$ cat config.mk
export PLATFORM = sky130hd
export DESIGN_NAME = sevenseg_scan_arbiter
export DESIGN_NICKNAME = d
export VERILOG_FILES = /design/src/rtl/sevenseg_scan_arbiter.sv
export SDC_FILE = /design/constraint.sdc
export NUM_CORES = 1
export LEC_CHECK = 0
export ABC_CLOCK_PERIOD_IN_PS = 7000
export CAP_MARGIN = 30
export CORE_ASPECT_RATIO = 0.75
export CORE_MARGIN = 5
export CORE_UTILIZATION = 49
export DETAILED_ROUTE_END_ITERATION = 7
export GPL_ROUTABILITY_DRIVEN = 0
export GPL_TIMING_DRIVEN = 0
export PLACE_DENSITY = 0.81
export SLEW_MARGIN = 5
export SYNTH_ARGS = -nofsm -noshare
export SYNTH_HDL_FRONTEND = slang
export SYNTH_SLANG_ARGS = --single-unit
$ cat constraint.sdc
create_clock -name clk -period 7 [get_ports clk]
set_input_delay 1.75 -clock clk [delete_from_list [all_inputs] [get_ports clk]]
set_output_delay 1.75 -clock clk [all_outputs]
set_load 0.005 [all_outputs]
$ cat src/rtl/sevenseg_scan_arbiter.sv
// sevenseg_scan_arbiter: scans an 8-digit common-anode seven-segment display
// and shares it among three requesters, switching owner only at frame ends.
// Ports: clk/Rst (sync, active-high); req[2:0] per-source request; data0..2
// 32-bit hex values; blank_lz blanks leading zeros; an[7:0] digit enables
// (active-low); sev_out[6:0] segments abcdefg (active-low, registered);
// grant[2:0] one-hot owner; frame_done one-cycle pulse on the frame's last cycle.
module sevenseg_scan_arbiter #(
  parameter int SCAN_DIV    = 1000,
  parameter int HOLD_FRAMES = 4
) (
  input  logic        clk,
  input  logic        Rst,
  input  logic [2:0]  req,
  input  logic [31:0] data0,
  input  logic [31:0] data1,
  input  logic [31:0] data2,
  input  logic        blank_lz,
  output logic [7:0]  an,
  output logic [6:0]  sev_out,
  output logic [2:0]  grant,
  output logic        frame_done
);

  localparam int            CW       = $clog2(SCAN_DIV);
  localparam logic [CW-1:0] DIV_MAX  = CW'(SCAN_DIV - 1);
  localparam logic [7:0]    HOLD_MAX = 8'(HOLD_FRAMES);

  logic [CW-1:0] cnt;
  logic [2:0]    idx;
  logic [7:0]    hold;
  logic [31:0]   snap;

  logic          tick;
  logic          boundary;
  logic [2:0]    cand;
  logic [2:0]    grant_nxt;
  logic [7:0]    hold_inc;
  logic [7:0]    hold_nxt;
  logic [31:0]   snap_nxt;
  logic [31:0]   disp_snap;
  logic [2:0]    idx_nxt;
  logic [2:0]    msd;
  logic [3:0]    nibble;
  logic          blank;
  logic [7:0]    an_nxt;
  logic [6:0]    sev_nxt;

  function automatic logic [6:0] seg(input logic [3:0] n);
    case (n)
      4'h0: seg = 7'b0000001;
      4'h1: seg = 7'b1001111;
      4'h2: seg = 7'b0010010;
      4'h3: seg = 7'b0000110;
      4'h4: seg = 7'b1001100;
      4'h5: seg = 7'b0100100;
      4'h6: seg = 7'b0100000;
      4'h7: seg = 7'b0001111;
      4'h8: seg = 7'b0000000;
      4'h9: seg = 7'b0000100;
      4'hA: seg = 7'b0001000;
      4'hB: seg = 7'b1100000;
      4'hC: seg = 7'b0110001;
      4'hD: seg = 7'b1000010;
      4'hE: seg = 7'b0110000;
      default: seg = 7'b0111000;
    endcase
  endfunction

  assign tick       = (cnt == DIV_MAX);
  assign boundary   = tick && (idx == 3'd7);
  assign frame_done = boundary && !Rst;

  // Arbitration. The hold count used for the switch decision already
  // includes the frame that is ending now, so a holder keeps the display
  // for exactly HOLD_FRAMES completed frames before it can be pre-empted.
  always_comb begin
    cand      = 3'b001;
    grant_nxt = grant;
    hold_inc  = (hold == HOLD_MAX) ? HOLD_MAX : hold + 8'd1;
    if (req[1])      cand = 3'b010;
    else if (req[2]) cand = 3'b100;
    if (((req & grant) == 3'b000) || (hold_inc == HOLD_MAX))
      grant_nxt = cand;
    hold_nxt = (grant_nxt != grant) ? 8'd0 : hold_inc;
    case (grant_nxt)
      3'b010:  snap_nxt = data1;
      3'b100:  snap_nxt = data2;
      default: snap_nxt = data0;
    endcase
  end

  // Next-slot display. On a frame boundary digit 0 must already come from
  // the snapshot being latched on this same edge, hence the bypass.
  always_comb begin
    disp_snap = boundary ? snap_nxt : snap;
    idx_nxt   = idx + 3'd1;
    msd       = 3'd0;
    for (int i = 0; i < 8; i++)
      if (disp_snap[4*i +: 4] != 4'h0) msd = 3'(i);
    nibble  = disp_snap[{idx_nxt, 2'b00} +: 4];
    blank   = blank_lz && (idx_nxt > msd);
    an_nxt  = blank ? 8'hFF : ~(8'd1 << idx_nxt);
    sev_nxt = blank ? 7'b1111111 : seg(nibble);
  end

  always_ff @(posedge clk) begin
    if (Rst) begin
      cnt     <= '0;
      idx     <= 3'd0;
      hold    <= 8'd0;
      snap    <= 32'd0;
      grant   <= 3'b001;
      an      <= 8'hFE;
      sev_out <= 7'b0000001;
    end else begin
      cnt <= tick ? '0 : cnt + CW'(1);
      if (tick) begin
        idx     <= idx_nxt;
        an      <= an_nxt;
        sev_out <= sev_nxt;
      end
      if (boundary) begin
        grant <= grant_nxt;
        hold  <= hold_nxt;
        snap  <= snap_nxt;
      end
    end
  end

endmodule
==> metrics.md <==
| Metric | Value |
|---|---|
| DR pass1 iterations | `5` |
| Source of the worst register-to-register timing path | `hold[0]` |
| Clk_lat worst skew | `0.33 ns` |
| Total power | `0.918 mW` |
| Cell area after synthesis | `4430 um2` |
| Clock tree root buffer cell | `sky130_fd_sc_hd__clkbuf_16` |
| Placed wire-length estimate | `11.4 mm` |
| Growth of design area from synthesis to finish | `36.2%` |
| Pwr/cell area | `152 nW/um2` |
| Leading register cell type out of synthesis | `sky130_fd_sc_hd__dfxtp_1` |
| Crit path DAT | `6.85 ns` |
| Starting utilization of the core area | `between 40 and 50%` |
| Height of the die | `roughly 90 um` |
| Layout Skew | `0.00455 ns` |
| Unrepaired setup endpoints after global routing | `no` |
| Clock tree buffer depth | `2` |
| Number of distinct library cells after synthesis | `75` |
| Final Net Count | `a little over 800` |
| Worst Tran Pin Value | `roughly 0.67 ns` |
| Count of standard-cell rows | `30` |
| Area enclosed by the die boundary | `11100 um2` |
| Via count of the first global-routing pass | `4816` |
| Pins Over Slew Limit | `0` |
| Core outline area | `8930 um2` |
| Capturing element type of the critical path | `flop` |
| Clk slew on worst S/H paths | `around 0.050 ns` |
| Number of max-cap violations | `0` |
| Cell types occupying the most area after synthesis | `sky130_fd_sc_hd__dfxtp_1 32%, sky130_fd_sc_hd__nor2_1 7.5%, sky130_fd_sc_hd__o21ai_0 4.9%` |
| Drt first-iter violations | `482` |
| Hold violation total from the final report | `0` |
| Share of the synthesized area in the top cell type | `around a third` |
| Width of the die | `about 120 um` |
| Wire length reported by the detailed router | `15.0 mm` |
| CTS sink count | `a little over 70` |
| Port Buf Inserts | `120` |
| Clock tree from TritonCTS | `built` |
| Worst hold slack across all endpoints | `roughly 0.46 ns` |
| Syn. warnings | `0` |
| Post-Syn Instances | `about 570` |
| Biggest fanout along the worst timing path | `10` |
| Max Clock Freq | `151 MHz` |
| Maximum number of pins on one net before global-route repair | `12` |
| Critical Path Start Type | `input port` |
| GR Overflow Total | `0` |
| Tcrit/Tclk final | `between 90% and 100%` |
| Ratio of cells with drive above 1 in the final layout | `between 7 and 8%` |
| Syn Nets | `687` |
| Commonest non-fill, non-tap cell in the layout | `sky130_fd_sc_hd__clkdlybuf4s50_1` |
| Wire length of the first global-routing pass | `24.1 mm` |
| Count of flip-flops with a built-in enable after synthesis | `0` |
| Average routed wire per standard cell | `18.4 um` |
| Setup Crit Path Kind | `in -> reg` |
| Via Count | `4881` |
| Commonest non-fill, non-tap cells in the layout | `120 x sky130_fd_sc_hd__clkdlybuf4s50_1, 88 x sky130_fd_sc_hd__nor2_1, 71 x sky130_fd_sc_hd__dfxtp_1` |
| Routed vias/inst | `6.00` |
| I/O pin count | `121` |
| Setup WS pre-CTS | `0.151 ns` |
| Total Routing Usage GR | `between 20% and 30%` |
| Worst relative slew slack | `55.3%` |
| Yosys reg bits | `71` |
| Status | `completed` |
| Initial antenna violation count | `0` |
| Cell leakage power | `2.33 nW` |
| Endpoint required time on the critical path | `7.21 ns` |
| Maximum VDD drop | `0.127 mV` |
| Number of H-tree levels | `3` |
| Number of antenna diodes | `0` |
| Min-Delay Startpoint | `cnt[0]` |
| Number of failing setup endpoints in the final timing report | `0` |
| CP Launch Point | `req[1]` |
| Final setup slack of the worst path | `roughly 0.36 ns` |
| Post-route setup TNS | `0 ns` |
| Final routed DRC violation total | `0` |
| Worst hold path type | `reg -> reg` |
| Post-detailed-route count of antenna-violating nets | `0` |
| Sequential area share after synthesis | `32.1%` |
| Fraction of registers with async set/reset | `0%` |
| Number of fill cells | `about 740` |
| Mean instance size in the synthesized netlist | `7.79 um2` |
| Number of CTS-inserted buffers | `9` |
| Library cell occupying the most area in the post-synthesis netlist | `sky130_fd_sc_hd__dfxtp_1` |
| Minimum clock period | `6.64 ns` |
[routing by layer]
| metal | vias to the layer above | part of all wire, % | global-route usage [%] | wire length (um) |
|---|---|---|---|---|
| met2 | 251 | 45 | 43.9 | 6780 |
| met3 | 32 | 9.0 | 6.17 | 1350 |
| met5 | - | 0 | 0 | 0 |
| met4 | 0 | 2.2 | 9.15 | 333 |
| met1 | 2270 | 44 | 35.1 | 6520 |
| li1 | 2328 | - | - | - |
[path summary, 6_finish.rpt]
check                               to  slack, ns  cells after the start
worst max-delay path             an[2]       0.36                     21
worst min-delay path            cnt[0]       0.46                      1
worst max register to register   an[2]       1.68                     20
worst min register to register  cnt[0]       0.46                      1
[flip-flops by register name, summed over array words and instances, names as in the netlist]
register	count
snap	32
cnt	10
an	8
hold	8
sev_out	7
grant	3
idx	3
[cell families (layout without fill, tap and decap cells)]
group	count (synthesis)	count (layout)	synth area share (%)
compound gates	174	174	27.2
xor+xnor	9	9	1.78
fa+ha+maj	17	17	4.81
buf+inv	56	189	5.77
flops	71	71	32.1
mux	12	12	2.80
simple gates	229	229	25.5
[stage by stage]
step / util (%) / area [um2] / cells
2_1_floorplan: - / 4430 / 568
3_3_place_gp: 64.6 / 5770 / 800
3_5_place_dp: 64.6 / 5770 / 800
4_1_cts: 67.4 / 6020 / 813
5_1_grt: 67.5 / 6030 / 813
6_report: 67.5 / 6030 / 813
[cells in the mapped netlist (4+ instances only)]
master	number
sky130_fd_sc_hd__or3_1	5
sky130_fd_sc_hd__nor3_1	8
sky130_fd_sc_hd__mux2i_1	9
sky130_fd_sc_hd__a22oi_1	12
sky130_fd_sc_hd__nor2b_1	19
sky130_fd_sc_hd__buf_2	12
sky130_fd_sc_hd__nand3_1	18
sky130_fd_sc_hd__ha_1	17
sky130_fd_sc_hd__nand4_1	11
sky130_fd_sc_hd__dfxtp_1	71
sky130_fd_sc_hd__o22ai_1	4
sky130_fd_sc_hd__or2_2	4
sky130_fd_sc_hd__o21a_1	6
sky130_fd_sc_hd__a211oi_1	6
sky130_fd_sc_hd__inv_1	13
sky130_fd_sc_hd__a222oi_1	9
sky130_fd_sc_hd__xnor2_1	7
sky130_fd_sc_hd__a221oi_1	7
sky130_fd_sc_hd__o21ai_0	43
sky130_fd_sc_hd__nand2_1	46
sky130_fd_sc_hd__a311oi_1	4
sky130_fd_sc_hd__a21oi_1	33
sky130_fd_sc_hd__a31oi_1	5
sky130_fd_sc_hd__nand2b_1	6
sky130_fd_sc_hd__clkbuf_1	24
sky130_fd_sc_hd__o2bb2ai_1	4
sky130_fd_sc_hd__and3_1	4
sky130_fd_sc_hd__nor2_1	88
[power breakdown]
group / internal (mW) / switching, mW / leakage, nW
logic: 0.0650 / 0.0458 / 1.63
clock network: 0.242 / 0.158 / 0.127
registers: 0.406 / 0.00144 / 0.573
[critical path, stage by stage]
cell and delay, ns:
sky130_fd_sc_hd__clkdlybuf4s50_1 0.51, sky130_fd_sc_hd__clkbuf_1 0.34, sky130_fd_sc_hd__a21o_1 0.19, sky130_fd_sc_hd__a22oi_1 0.10, sky130_fd_sc_hd__a211oi_1 0.27, sky130_fd_sc_hd__a21oi_1 0.16
sky130_fd_sc_hd__buf_2 0.25, sky130_fd_sc_hd__buf_2 0.24, sky130_fd_sc_hd__a222oi_1 0.38, sky130_fd_sc_hd__o21ai_0 0.22, sky130_fd_sc_hd__nor3_1 0.35, sky130_fd_sc_hd__nand2_1 0.12
sky130_fd_sc_hd__a211oi_1 0.30, sky130_fd_sc_hd__ha_1 0.29, sky130_fd_sc_hd__nor2b_1 0.13, sky130_fd_sc_hd__o21a_1 0.16, sky130_fd_sc_hd__o211ai_1 0.20, sky130_fd_sc_hd__nand2_1 0.21
sky130_fd_sc_hd__nor2_1 0.28, sky130_fd_sc_hd__a21oi_1 0.11, sky130_fd_sc_hd__or2_2 0.28
[repair_timing]
action,CTS,global route
gates resized for setup,0,1
endpoints found under the setup margin,0,3
setup buffers,0,0
hold buffers,0,0
[layout make-up]
type / count / area, um2 / share of cell area, %
inverter: 13 / 48.8 / 0.810
timing repair buffer: 120 / 1200 / 19.9
tap: 112 / 140 / 2.33
buffer: 43 / 206 / 3.43
clock inverter: 2 / 10.0 / 0.166
clock buffer: 11 / 243 / 4.03
multi-input combinational: 441 / 2760 / 45.7
sequential: 71 / 1420 / 23.6
(Power assumes the default switching activity.)
